==> config.mk <==
export PLATFORM = sky130hd
export DESIGN_NAME = regfile_port3_arbiter
export DESIGN_NICKNAME = d
export VERILOG_FILES = /design/src/rtl/regfile_ctrl_pkg.sv /design/src/rtl/wb_slot.sv /design/src/rtl/regfile_port3_arbiter.sv
export SDC_FILE = /design/constraint.sdc
export NUM_CORES = 1
export LEC_CHECK = 0
export BUFFER_PORTS_ARGS = -buffer_cell sky130_fd_sc_hd__buf_2
export CORE_UTILIZATION = 56
export CTS_BUF_LIST = sky130_fd_sc_hd__clkbuf_16
export CTS_CLUSTER_DIAMETER = 30
export CTS_CLUSTER_SIZE = 14
export DETAILED_ROUTE_END_ITERATION = 7
export PLACE_DENSITY = 0.86
export SLEW_MARGIN = 20
export SYNTH_ARGS = -nofsm -noshare
export SYNTH_HDL_FRONTEND = slang
export SYNTH_HIERARCHICAL = 1
export SYNTH_SLANG_ARGS = --single-unit
==> constraint.sdc <==
create_clock -name clk -period 8.9 [get_ports clk]
set_clock_uncertainty 0.1 [all_clocks]
set_input_delay 1.335 -clock clk [delete_from_list [all_inputs] [get_ports clk]]
set_output_delay 1.335 -clock clk [all_outputs]
set_load 0.02 [all_outputs]
==> src/rtl/regfile_ctrl_pkg.sv <==
// Shared types and default sizes for the regfile port-3 arbiter.
// issue_kind_t names what the issue stage drives onto port 3.
package regfile_ctrl_pkg;

    localparam int DEF_DATA_W     = 16;
    localparam int DEF_ADDR_W     = 4;
    localparam int DEF_NREG       = 16;
    localparam int DEF_STARVE_MAX = 4;

    typedef enum logic [1:0] {
        ISS_IDLE,
        ISS_WR_ALU,
        ISS_WR_MEM,
        ISS_RD
    } issue_kind_t;

endpackage

==> src/rtl/wb_slot.sv <==
// One-entry writeback holding slot.
// Ports: push_valid/push_ready/push_addr/push_data load the slot,
// drain empties it, full/addr/data expose the held entry.
module wb_slot #(
    parameter int DATA_W = 16,
    parameter int ADDR_W = 4
) (
    input  logic              clk,
    input  logic              rst_n,
    input  logic              push_valid,
    output logic              push_ready,
    input  logic [ADDR_W-1:0] push_addr,
    input  logic [DATA_W-1:0] push_data,
    input  logic              drain,
    output logic              full,
    output logic [ADDR_W-1:0] addr,
    output logic [DATA_W-1:0] data
);

    // A draining slot can be refilled on the same edge.
    assign push_ready = !full || drain;

    always_ff @(posedge clk or negedge rst_n) begin
        if (!rst_n) begin
            full <= 1'b0;
            addr <= '0;
            data <= '0;
        end else if (push_valid && push_ready) begin
            full <= 1'b1;
            addr <= push_addr;
            data <= push_data;
        end else if (drain) begin
            full <= 1'b0;
        end
    end

endmodule

==> src/rtl/regfile_port3_arbiter.sv <==
// Shares regfile write/third-read port between ALU writeback, load
// writeback and a port-3 reader. Ports: alu_*, mem_* writeback
// handshakes; rd_* read request/result; rf_* regfile port 3;
// pending marks registers with writes in flight; idle when empty.
module regfile_port3_arbiter
    import regfile_ctrl_pkg::*;
#(
    parameter int DATA_W     = DEF_DATA_W,
    parameter int ADDR_W     = DEF_ADDR_W,
    parameter int NREG       = DEF_NREG,
    parameter int STARVE_MAX = DEF_STARVE_MAX
) (
    input  logic              clk,
    input  logic              rst_n,
    input  logic              alu_valid,
    output logic              alu_ready,
    input  logic [ADDR_W-1:0] alu_addr,
    input  logic [DATA_W-1:0] alu_data,
    input  logic              mem_valid,
    output logic              mem_ready,
    input  logic [ADDR_W-1:0] mem_addr,
    input  logic [DATA_W-1:0] mem_data,
    input  logic              rd_valid,
    output logic              rd_ready,
    input  logic [ADDR_W-1:0] rd_addr,
    output logic              rd_data_valid,
    output logic [DATA_W-1:0] rd_data,
    output logic              rf_wre,
    output logic [ADDR_W-1:0] rf_a3,
    output logic [DATA_W-1:0] rf_wd3,
    input  logic [DATA_W-1:0] rf_rd3,
    output logic [NREG-1:0]   pending,
    output logic              idle
);

    localparam int CNT_W = $clog2(STARVE_MAX + 1);
    localparam logic [CNT_W-1:0] STARVE_TOP = CNT_W'(STARVE_MAX);

    logic              alu_full;
    logic              mem_full;
    logic [ADDR_W-1:0] alu_q_addr;
    logic [ADDR_W-1:0] mem_q_addr;
    logic [DATA_W-1:0] alu_q_data;
    logic [DATA_W-1:0] mem_q_data;
    logic              grant_alu;
    logic              grant_mem;
    logic              grant_rd;
    logic              rd_elig;
    logic              starved;
    logic              issue_wr;
    issue_kind_t       kind_q;
    logic [ADDR_W-1:0] a3_q;
    logic [DATA_W-1:0] wd3_q;
    logic              rr_mem;
    logic [CNT_W-1:0]  starve_q;

    wb_slot #(.DATA_W(DATA_W), .ADDR_W(ADDR_W)) u_alu_slot (
        .clk        (clk),
        .rst_n      (rst_n),
        .push_valid (alu_valid),
        .push_ready (alu_ready),
        .push_addr  (alu_addr),
        .push_data  (alu_data),
        .drain      (grant_alu),
        .full       (alu_full),
        .addr       (alu_q_addr),
        .data       (alu_q_data)
    );

    wb_slot #(.DATA_W(DATA_W), .ADDR_W(ADDR_W)) u_mem_slot (
        .clk        (clk),
        .rst_n      (rst_n),
        .push_valid (mem_valid),
        .push_ready (mem_ready),
        .push_addr  (mem_addr),
        .push_data  (mem_data),
        .drain      (grant_mem),
        .full       (mem_full),
        .addr       (mem_q_addr),
        .data       (mem_q_data)
    );

    assign issue_wr = (kind_q == ISS_WR_ALU) || (kind_q == ISS_WR_MEM);

    // Includes the issuing write so a read waits past the write edge.
    always_comb begin
        pending = '0;
        if (alu_full) pending[alu_q_addr] = 1'b1;
        if (mem_full) pending[mem_q_addr] = 1'b1;
        if (issue_wr) pending[a3_q] = 1'b1;
    end

    assign rd_elig = rd_valid && !pending[rd_addr];
    assign starved = (starve_q == STARVE_TOP);

    // rr_mem=1 means MEM wins the next contended write grant.
    assign grant_rd  = rd_elig && (!(alu_full || mem_full) || starved);
    assign grant_alu = !grant_rd && alu_full && (!mem_full || !rr_mem);
    assign grant_mem = !grant_rd && mem_full && (!alu_full || rr_mem);

    always_ff @(posedge clk or negedge rst_n) begin
        if (!rst_n) begin
            kind_q   <= ISS_IDLE;
            a3_q     <= '0;
            wd3_q    <= '0;
            rr_mem   <= 1'b0;
            starve_q <= '0;
        end else begin
            if (grant_alu) begin
                kind_q <= ISS_WR_ALU;
                a3_q   <= alu_q_addr;
                wd3_q  <= alu_q_data;
                rr_mem <= 1'b1;
            end else if (grant_mem) begin
                kind_q <= ISS_WR_MEM;
                a3_q   <= mem_q_addr;
                wd3_q  <= mem_q_data;
                rr_mem <= 1'b0;
            end else if (grant_rd) begin
                kind_q <= ISS_RD;
                a3_q   <= rd_addr;
            end else begin
                kind_q <= ISS_IDLE;
            end

            if (grant_rd || !rd_elig) begin
                starve_q <= '0;
            end else if ((grant_alu || grant_mem) && !starved) begin
                starve_q <= starve_q + 1'b1;
            end
        end
    end

    assign rf_wre        = issue_wr;
    assign rf_a3         = a3_q;
    assign rf_wd3        = wd3_q;
    assign rd_ready      = grant_rd;
    assign rd_data_valid = (kind_q == ISS_RD);
    assign rd_data       = rf_rd3;
    assign idle          = !alu_full && !mem_full && (kind_q == ISS_IDLE);

endmodule

# After elaboration in Yosys (flattened, before gate mapping)
# Index checks and enable logic that the tools add are counted.
# classes
mux,26
bitwise,2
reduce_logical,37
n_eq_ne,4
n_lt_le_gt_ge,7
add_sub_neg,1
# op_table
cell,count
two-way mux 16 bit,5
OR 16 bit,2
less-than comparator 4 x 5 -> 1 bit (second input constant),4
logical AND 1 bit,14
demux 1 bit (select 4 bit),3
>= comparator 4 x 1 -> 1 bit (second input constant),3
two-way mux 4 bit,3
logical OR 1 bit,9
two-way mux 1 bit,9
logical NOT 1 bit,8
nonzero test 2 bit,4
two-way mux 2 bit,3
two-way mux 3 bit,2
binary-select mux 1 bit (select 4 bit),1
equality test 2 bit (second input constant),2
adder 3 x 1 -> 3 bit (second input constant),1
equality test 3 bit (second input constant),1
nonzero test 3 bit,1
equality test 2 x 1 -> 1 bit (second input constant),1
logical NOT 2 bit,1
# totals
out_inout_bits,58
reg_bits,68
wordCells,88
input_bits,65

# Depth between registers and ports, before layout
# depth
depth_word,21
mapped_depth,15

# By module
# Netlist, hierarchy kept.
# modules_own_cells
mod,seq_area_each_um2,cells_per_inst,area_per_inst_um2,n_inst
regfile_port3_arbiter,650.6,240,2138.3,1
wb_slot,525.5,46,898.4,2

# Worst setup path before layout
# Ideal clock, no wire load.
# synth_timing
path_kind,input to output
from,input port rd_addr[0]
to,output port alu_ready
t_arrival_ns,2.950
path_stages,9
slack_ns,4.515
cell_sequence,clkbuf_1 o2111a_1 o31a_1 o41a_1 buf_6 nand2_4 buf_4 and2_1 nand2b_4
# synth_between
elab_chain_len,9
# synth_rtl
element,line,text
start: declaration,regfile_port3_arbiter.sv:25,"input logic [ADDR_W-1:0] rd_addr,"
binary-select mux 1 bit (select 4 bit),regfile_port3_arbiter.sv:93,assign rd_elig = rd_valid && !pending[rd_addr];
two-way mux 1 bit (implied by the code),regfile_port3_arbiter.sv:93,
logical NOT 1 bit,regfile_port3_arbiter.sv:93,
logical AND 1 bit,regfile_port3_arbiter.sv:93,
logical AND 1 bit,regfile_port3_arbiter.sv:97,assign grant_rd = rd_elig && (!(alu_full || mem_full) || starved);
logical NOT 1 bit,regfile_port3_arbiter.sv:98,assign grant_alu = !grant_rd && alu_full && (!mem_full || !rr_mem);
logical AND 1 bit (2 in series),regfile_port3_arbiter.sv:98,
via grant_alu,regfile_port3_arbiter.sv:45,logic grant_alu;
logical OR 1 bit,wb_slot.sv:21,assign push_ready = !full || drain;
end: declaration,regfile_port3_arbiter.sv:16,"output logic alu_ready,"
# The timed path passes the listed nets, and every way through them passes these cells. The select of a mux whose other input is x is not followed.

# Worst setup path after layout
# layout_timing
from,register kind_q[0]
to,output port alu_ready
# layout_between
elab_chain_len,12
elab_cells_between_ends,13
classes_between,eq/ne (2); mux (3); reduce/logical (8)
# layout_rtl
element,line,text
start: declaration,regfile_port3_arbiter.sv:51,issue_kind_t kind_q;
start signal: assignment,regfile_port3_arbiter.sv:103,kind_q <= ISS_IDLE;
start signal: assignment,regfile_port3_arbiter.sv:110,kind_q <= ISS_WR_ALU;
start signal: assignment,regfile_port3_arbiter.sv:115,kind_q <= ISS_WR_MEM;
equality test 2 x 1 -> 1 bit or equality test 2 bit (tied branches),regfile_port3_arbiter.sv:83,assign issue_wr = (kind_q == ISS_WR_ALU) || (kind_q == ISS_WR_MEM);
logical OR 1 bit *,regfile_port3_arbiter.sv:83,
two-way mux 16 bit *,regfile_port3_arbiter.sv:90,if (issue_wr) pending[a3_q] = 1'b1;
binary-select mux 1 bit (select 4 bit) *,regfile_port3_arbiter.sv:93,
two-way mux 1 bit (implied by the code) *,regfile_port3_arbiter.sv:93,
logical NOT 1 bit *,regfile_port3_arbiter.sv:93,
logical AND 1 bit *,regfile_port3_arbiter.sv:93,
logical AND 1 bit *,regfile_port3_arbiter.sv:97,
logical NOT 1 bit *,regfile_port3_arbiter.sv:98,
logical AND 1 bit * (2 in series),regfile_port3_arbiter.sv:98,
via grant_alu,regfile_port3_arbiter.sv:45,
logical OR 1 bit *,wb_slot.sv:21,
# Mark *: on every way through the listed nets, which the timed path passes. The rest lies on a longest branch. The select of a mux whose other input is x is not followed.

==> results.toml <==
[sta]
worst_pin_slew_ns = 0.816
fmax_mhz = 204
finalSetupViolations = 0
rsz0062_at_grt = "false"
relSlewSlack_pct = 45.6
holdWs_ns = 0.370
worst_slack_ns = 3.99
fin_crit_ns = 4.91
drv_slew = 0
hold_violations = 0
tns_ns = 0
min_period_over_period_pct = 55.2

[detailed_routing]
via_per_inst = 6.15
antenna_left = 0
drtIter0Drc = 236
drc = 0
wl_per_cell_um = 18.5
wl_um = 9260
drt_first_pass_iters = 5
num_vias = 3082

[setup_path]
cp_slowest_cell = "o41a_1"
path_max_fanout = 18
path_class = "reg -> out"
r2r-start = "kind_q[0]$_DFF_PN0_"
cp.required_ns = 7.47
cp_slowest_stage_delay_ns = 0.60
crit_start = "kind_q[0]$_DFF_PN0_"
critPathCaptureType = "output pin"
path_cells = "inv_1 -> ha_1 -> or3b_2 -> o22ai_2 -> nor4_1 -> o31a_1 -> o41a_1 -> nand2_4 -> and2_1 -> nand2b_4 -> buf_2"
critPathLaunchType = "flip-flop"
crit_arrival_ns = 3.48

[clock_network]
htreeDepth = 3
cts_tree = "yes"
holdBufCountCts = 0
clock-sinks = 68
cts_setup_buffers = 0
cts_buffers = 9
clock_latency_ns = 0.33
cts_resized = 0
cts_buffer_depth = 2
cts-root-buf = "clkbuf_16"
clk_pin_slew_worst_paths_ns = 0.06

[synth]
synth.distinct_cells = 55
synth-edff-count = 0
synth_top_cell_area_share_pct = 43.2
synth.net_count = 401
yosysWarnings = 6
syn_area_um2 = 3940
ys_seq_area_share_pct = 43.2
synth_top_area_cell = "dfrtp_1"
ys_ff_latch = 68
ys.flop_type = "dfrtp_1"
async_flop_share_pct = 100
syn_inst = 332
synthTopCellsByArea = "dfrtp_1 43%, mux2_4 15%, a22o_1 7.3%, buf_4 3.2%, buf_12 2.0%"
avgSynthCellArea_um2 = 11.9

[place]
dp_worst_setup_slack_ns = 4.17
hpwl_um = 6380
place_inst = 485
io_buffers = 90
gp_congestion = 0.895

[power]
switching_share_pct = 40.4
p_sw_uw = 754
p_seq_share_pct = 32.6
internal-power_mw = 1.11
clockPowerShare_pct = 18.4
leakage_nw = 2.26
design_power_total_mw = 1.87
pwr-share-comb_pct = 49.1
peakVddDrop_mv = 0.222
powerDensity_nw_per_um2 = 413

[die]
die_area_um2 = 7370
die_w_um = 85.8
start_util_pct = 57.9
io-pin-count = 123
rows = 30
die_h_um = 85.8
coreArea_um2 = 6790

[outcome]
status = "complete, no violations"

[global_route]
grt_use_total_pct = 26.9
grt_max_degree = 69
grt_overflow_total = 0
grt_pass1_wl_um = 15100
antenna_found_initial = 0
grt_pass1_vias = 3039

[min_path]
hold_class = "reg -> reg"
worstHoldStart = "starve_q[0]$_DFFE_PN0P_"

[cells_and_area]
area_growth_syn_to_layout_pct = 15.0
nets = 469
drive_gt1_share_pct = 40.5
fin_cells = 501
num_antenna_cells = 0

[flow_run]
cap_violations = 0
layout by cell type (no fill, tap or decap), types with 2 or more instances in the layout:
cell type,netlist,layout
a21o_1,2,2
a21oi_1,4,4
a22o_1,33,33
and2_1,3,3
buf_2,1,90
clkbuf_16,0,9
clkinv_2,0,2
clkinvlp_4,0,2
dfrtp_1,68,68
ha_1,4,4
inv_1,10,10
mux2_4,40,40
nand2_1,17,17
nand2_4,3,3
nand2b_1,8,8
nand2b_4,2,2
nand3_1,7,7
nand3b_1,10,10
nand4_1,4,4
nor2_1,6,6
nor3_1,6,6
nor3b_1,2,2
o211a_1,2,2
o21ai_0,10,10
o21bai_1,4,4
o221ai_1,3,3
o22a_1,7,7
o22ai_1,9,9
o32a_1,2,2
or2_2,7,7
or2b_1,2,2
or3_1,2,2
registers in the layout, indices dropped and copies added (netlist names):
register,count
u_mem_slot/full,1
rf_a3,4
u_alu_slot/data,16
kind_q,2
u_alu_slot/full,1
u_mem_slot/addr,4
u_alu_slot/addr,4
rf_wd3,16
starve_q,3
rr_mem,1
u_mem_slot/data,16
worst paths after layout:
| kind | to | slack, ns | depth (start not counted) |
|---|---|---|---|
| max | alu_ready | 3.99 | 11 |
| min | starve_q[0]$_DFFE_PN0P_ | 0.37 | 1 |
| max reg2reg | u_alu_slot/data[0]$_DFFE_PN0P_ | 5.04 | 12 |
| min reg2reg | starve_q[0]$_DFFE_PN0P_ | 0.37 | 1 |
| max in group asynchronous | u_alu_slot/addr[0]$_DFFE_PN0P_ | 7.07 | 2 |
| min in group asynchronous | u_alu_slot/data[4]$_DFFE_PN0P_ | 1.10 | 2 |
kinds of logic after synthesis:
family,share of synthesized area (%)
fa+ha+maj,1.27
compound gates,18.4
buf+inv,8.08
mux,15.3
simple gates,13.8
flops,43.2
through the flow:
stage | instance area [um2] | util [%]
4_1_cts | 4530 | 66.6
3_3_place_gp | 4230 | 62.3
2_1_floorplan | 3940 | -
6_report | 4530 | 66.6
3_5_place_dp | 4230 | 62.3
5_1_grt | 4530 | 66.6
worst max-delay path: cells and delay by family (launching register included):
| family | cells | cell delay, ns |
|---|---|---|
| compound gates | 3 | 1.02 |
| fa+ha+maj | 1 | 0.37 |
| buf+inv | 2 | 0.22 |
| flops | 1 | 0.35 |
| simple gates | 5 | 1.18 |
Yosys cell counts (3+ instances only):
cell type	instances
dfrtp_1	68
mux2_4	40
a22o_1	33
buf_4	17
nand2_1	17
inv_1	10
nand3b_1	10
o21ai_0	10
o22ai_1	9
clkbuf_1	8
nand2b_1	8
nand3_1	7
o22a_1	7
or2_2	7
nor2_1	6
nor3_1	6
a21oi_1	4
buf_12	4
ha_1	4
nand4_1	4
o21bai_1	4
and2_1	3
buf_6	3
nand2_4	3
o221ai_1	3
power by group through the flow:
stage / Sequential [mW] / Combinational, mW / Clock, mW
after floorplan: 0.607 / 0.691 / 0
after global placement: 0.599 / 0.880 / 0
after detailed placement: 0.605 / 0.900 / 0
after CTS: 0.605 / 0.914 / 0.349
after global routing: 0.628 / 0.983 / 0.362
final: 0.608 / 0.916 / 0.343
layer usage:
metal	part of all wire, %	vias to the layer above	routed length, um	GRT usage (%)
met5	0	-	0	0
met4	2.2	0	207	10.5
met3	8.4	22	775	5.87
met2	48	186	4490	44.1
met1	41	1508	3790	35.0
li1	-	1366	-	-
layout make-up:
| type | instances | area, um2 |
|---|---|---|
| Timing Repair Buffer | 91 | 458 |
| Clock inverter | 7 | 67.6 |
| Inverter | 10 | 37.5 |
| Fill cell | 511 | 2270 |
| Multi-Input combinational cell | 220 | 1920 |
| Tap cell | 96 | 120 |
| Clock buffer | 9 | 225 |
| Sequential cell | 68 | 1700 |
No activity file was read; power rests on OpenSTA's default activity.
